==> config.mk <==
export PLATFORM = sky130hd
export DESIGN_NAME = mult_arbiter
export DESIGN_NICKNAME = d
export VERILOG_FILES = /design/src/rtl/mult_arbiter.sv
export SDC_FILE = /design/constraint.sdc
export NUM_CORES = 1
export LEC_CHECK = 0
export ABC_AREA = 1
export CAP_MARGIN = 40
export CORE_MARGIN = 1.5
export CORE_UTILIZATION = 39
export CTS_BUF_LIST = sky130_fd_sc_hd__clkbuf_4 sky130_fd_sc_hd__clkbuf_8 sky130_fd_sc_hd__clkbuf_16
export DETAILED_ROUTE_END_ITERATION = 7
export PLACE_DENSITY = 0.77
export SLEW_MARGIN = 20
export SYNTH_ARGS = -nofsm -noshare
export SYNTH_HDL_FRONTEND = slang
export SYNTH_SLANG_ARGS = --single-unit
==> constraint.sdc <==
create_clock -name clk94 -period 2 [get_ports clk94]
set_input_delay 0.5 -clock clk94 [delete_from_list [all_inputs] [get_ports clk94]]
set_output_delay 0.5 -clock clk94 [all_outputs]
set_load 0.02 [all_outputs]
==> src/rtl/mult_arbiter.sv <==
// mult_arbiter: round-robin arbiter that shares one sequential signed
// multiplier between four requesters and reports each finished product.
module mult_arbiter #(
    parameter int WIDTH = 16
) (
    input  logic                 clk94,
    input  logic                 rst_n94,
    input  logic [3:0]           req94,
    input  logic [4*WIDTH-1:0]   opa94,
    input  logic [4*WIDTH-1:0]   opb94,
    output logic [3:0]           gnt94,
    output logic [3:0]           done94,
    output logic [2*WIDTH-1:0]   result94,
    output logic                 busy94,
    output logic [15:0]          op_count94,
    output logic                 m_start94,
    output logic [WIDTH-1:0]     m_multiplier94,
    output logic [WIDTH-1:0]     m_multiplicand94,
    input  logic                 m_ready94,
    input  logic [2*WIDTH-1:0]   m_product94
);

    typedef enum logic [1:0] {
        IDLE     = 2'd0,
        ISSUE    = 2'd1,
        WAIT_LOW = 2'd2,
        WAIT_HI  = 2'd3
    } state_t;

    state_t             state_q, state_d;
    logic [1:0]         ptr_q, ptr_d;
    logic [1:0]         win_q, win_d;
    logic [3:0]         gnt_q, gnt_d;
    logic [3:0]         done_q, done_d;
    logic [2*WIDTH-1:0] result_q, result_d;
    logic [15:0]        cnt_q, cnt_d;
    logic [WIDTH-1:0]   opa_q, opa_d;
    logic [WIDTH-1:0]   opb_q, opb_d;

    logic [WIDTH-1:0]   opa_arr [4];
    logic [WIDTH-1:0]   opb_arr [4];
    logic               found;
    logic [1:0]         pick;
    logic [1:0]         idx;

    for (genvar g = 0; g < 4; g++) begin : g_slice
        assign opa_arr[g] = opa94[g*WIDTH +: WIDTH];
        assign opb_arr[g] = opb94[g*WIDTH +: WIDTH];
    end

    // First active request at or after the pointer, wrapping mod 4.
    always_comb begin
        found = 1'b0;
        pick  = ptr_q;
        idx   = ptr_q;
        for (int k = 0; k < 4; k++) begin
            idx = ptr_q + 2'(k);
            if (!found && req94[idx]) begin
                found = 1'b1;
                pick  = idx;
            end
        end
    end

    always_comb begin
        state_d  = state_q;
        ptr_d    = ptr_q;
        win_d    = win_q;
        gnt_d    = 4'b0000;
        done_d   = 4'b0000;
        result_d = result_q;
        cnt_d    = cnt_q;
        opa_d    = opa_q;
        opb_d    = opb_q;
        unique case (state_q)
            IDLE: begin
                if (m_ready94 && found) begin
                    gnt_d   = 4'b0001 << pick;
                    win_d   = pick;
                    ptr_d   = pick + 2'd1;
                    opa_d   = opa_arr[pick];
                    opb_d   = opb_arr[pick];
                    state_d = ISSUE;
                end
            end
            ISSUE: begin
                state_d = WAIT_LOW;
            end
            WAIT_LOW: begin
                if (!m_ready94) begin
                    state_d = WAIT_HI;
                end
            end
            WAIT_HI: begin
                if (m_ready94) begin
                    result_d = m_product94;
                    done_d   = 4'b0001 << win_q;
                    if (cnt_q != 16'hFFFF) begin
                        cnt_d = cnt_q + 16'd1;
                    end
                    state_d = IDLE;
                end
            end
            default: begin
                state_d = IDLE;
            end
        endcase
    end

    always_ff @(posedge clk94 or negedge rst_n94) begin
        if (!rst_n94) begin
            state_q  <= IDLE;
            ptr_q    <= 2'd0;
            win_q    <= 2'd0;
            gnt_q    <= 4'b0000;
            done_q   <= 4'b0000;
            result_q <= '0;
            cnt_q    <= 16'd0;
            opa_q    <= '0;
            opb_q    <= '0;
        end else begin
            state_q  <= state_d;
            ptr_q    <= ptr_d;
            win_q    <= win_d;
            gnt_q    <= gnt_d;
            done_q   <= done_d;
            result_q <= result_d;
            cnt_q    <= cnt_d;
            opa_q    <= opa_d;
            opb_q    <= opb_d;
        end
    end

    // Operands stay put after ISSUE: the multiplier's sign fix-up reads them late.
    assign m_multiplier94   = opa_q;
    assign m_multiplicand94 = opb_q;
    assign m_start94        = (state_q == ISSUE);
    assign busy94           = (state_q != IDLE);
    assign gnt94            = gnt_q;
    assign done94           = done_q;
    assign result94         = result_q;
    assign op_count94       = cnt_q;

endmodule

==> metrics <==
adder-cell share of the synthesized area 0.0103; vias in the first global route 5,910; Die Footprint 16,400 um^2; VDD IR max 0.00119 V; Design Area, Final 10,100 um^2; Design Power 18,100 uW; CORE AREA 15,200 um^2; largest family of logic cells by synthesized area simple AND/OR/NAND/NOR gates; WP data arrival 2410 ps; Fin Clk Skew 5.26 ps; DR WL/cell 16.7 um; Final WS setup -120 ps; Die W 128 um; via count 6,555; most frequent cells in the layout nand2_1 (394), clkdlybuf4s50_1 (249), nand3_2 (94); Routed Antenna Nets 0; post-synthesis mux area share 0.00164; cts bufs inserted 9; Starting Density 0.401; max-capacitance violation count 0; DRT iter0 DRCs 427; commonest non-fill, non-tap cell in the layout nand2_1; sequential area share after synthesis 0.386; # setup viols final 34; synth unique cells 29; type of origin of the critical path flop; fraction of layout instances using a drive strength above 1 0.220; FF+latch count, synth 94; Max-slew headroom 0.692; first-pass GRT wire length 30.1 mm; Filler cells 1,252; Initial DRT Pass Iterations 5; CTS Buffer Depth 2; vias per inst 5.05; PortBufs 256; post-synthesis compound-gate area fraction 0.00740; status finished with violations; DP Area 9100 um^2; Sink Count 94; fin cells 1,299; Worst path slowest cell dfrtp_2; unrepaired setup endpoints after global routing yes; Clock Latency Late Sink 350 ps; crit-path cells clkinv_4, nand2_2, nand2_4, buf_4, nand2_2, nand2_4, nand4_4, nand2_4, buf_12, nand3_1, nand2_1, nand2_1, nand2_1, nand2_1, nand2_1; WP data required 2290 ps; final period utilization 1.06; Net Count, Synth 978; grt total ovfl 0; f_max 0.472 GHz; WL final 21.6 mm; area grow syn2layout 66.6%; Leak 0.00507 uW; Clk pin slew, worst setup/hold paths 80 ps; Crit path top cell by count nand2_1; failing checks setup timing; Root Driver clkbuf_16; htree depth 3; row cnt 45; Final GP Congestion 0.918; residual DRC count 0; crit path time final 2120 ps; worst-path fanout max 18; Post-Place Cells 1,252; Mapped Avg Cell Area 7.56 um^2; Crit path largest cell delay 460 ps; DIE HEIGHT 128 um; nets 1,278; io pins 257; Pwr Density 1780 nW/um^2; # diodes 0; final max-slew violation count 0; Synth Area in Simple Gates 0.491; xor/xnor cell area share of the yosys netlist 0.0216; Setup Crit Path Kind reg2reg; Hold Crit Class in2async; hold_ws 92.2 ps; CTS tree built; Fin Setup TNS -2290 ps; yosys synthesis warning count 0; CP Capture Type flop; gr usage total 0.234; detailed placer's ending HPWL 14.4 mm; Slew @ Worst Pin 462 ps; Post-Synthesis Cells 806; mapped cell area 6090 um^2; final-report hold violation count 0; initial antenna violation count 0; largest net degree at the start of global routing 37
report_power, final:
part           leakage, uW  switching (uW)  internal, uW
clock network     0.000148             861           889
logic              0.00373            7310          5920
registers          0.00119             479          2650
total              0.00507            8650          9450
stage by stage:
step / worst slack (ps) / util
2_1_floorplan: 147 / -
3_3_place_gp: -402 / 0.599
3_5_place_dp: -455 / 0.599
4_1_cts: -3.62 / 0.622
5_1_grt: -237 / 0.667
6_report: -120 / 0.667
repair_timing:
action	in CTS	in global routing
resized for setup	16	75
pin swaps	0	31
cloned	0	14
hold buffers	0	0
buffers inserted	4	13
endpoints found under the setup margin	38	43
metal layers:
layer,up-vias,global-route usage,part of all wire
met1,3110,0.305,0.43
li1,3162,-,-
met2,242,0.392,0.49
met3,41,0.0384,0.053
met5,-,0,0
met4,0,0.0839,0.028
synth_stat cells, drive strengths merged:
| library cell | count | share of area |
|---|---|---|
| clkbuf | 7 | 0.0043 |
| ha | 5 | 0.010 |
| dfrtp | 94 | 0.39 |
| nand2 | 431 | 0.27 |
| xnor2 | 7 | 0.010 |
| xor2 | 8 | 0.012 |
| a21oi | 1 | 0.00082 |
| o21a | 1 | 0.0012 |
| nand4 | 8 | 0.012 |
| nor4 | 1 | 0.0010 |
| mux2i | 1 | 0.0016 |
| nor2 | 14 | 0.0099 |
| o21ai | 5 | 0.0041 |
| nand3 | 147 | 0.19 |
| buf | 41 | 0.061 |
| inv | 27 | 0.017 |
| o211ai | 1 | 0.0012 |
| nor3b | 1 | 0.0012 |
| nor3 | 6 | 0.0049 |
state kept, by name, indices dropped and copies added, names as in the netlist:
name	count
done94	4
gnt94	4
m_multiplicand94	16
m_multiplier94	16
op_count94	16
ptr_q	2
result94	32
state_q	2
win_q	2
final cells by class:
cell class	instances	area [um^2]	area share
clock buffers	9	225	0.0222
well taps	188	235	0.0232
multi-input cells	638	3500	0.345
clock inverters	7	78.8	0.00777
repair buffers	336	3650	0.360
flip-flops and latches	94	2350	0.232
inverters	27	106	0.0105
kinds of logic after synthesis:
family | after synthesis
compound gates | 8
xor+xnor | 15
fa+ha+maj | 5
buf+inv | 75
flops | 94
mux | 1
simple gates | 608
worst max-delay path: cells and delay by family, from the launching register on:
family	cells	cell delay [ps]
and+or+nand+nor	12	1180
DFF	1	460
buffers and inverters	3	400
path summary, 6_finish.rpt:
check | startpoint | end | slack (ps) | cells past startpoint
max in group asynchronous | rst_n94 | ptr_q[0] | 1340 | 2
min in group clk94 | win_q[1] | done94[0] | 460 | 1
max | ptr_q[0] | m_multiplier94[2] | -120 | 15
min reg2reg | win_q[1] | done94[0] | 460 | 1
min | rst_n94 | op_count94[11] | 90 | 1
max reg2reg | ptr_q[0] | m_multiplier94[2] | -120 | 15
(Power assumes the default switching activity.)
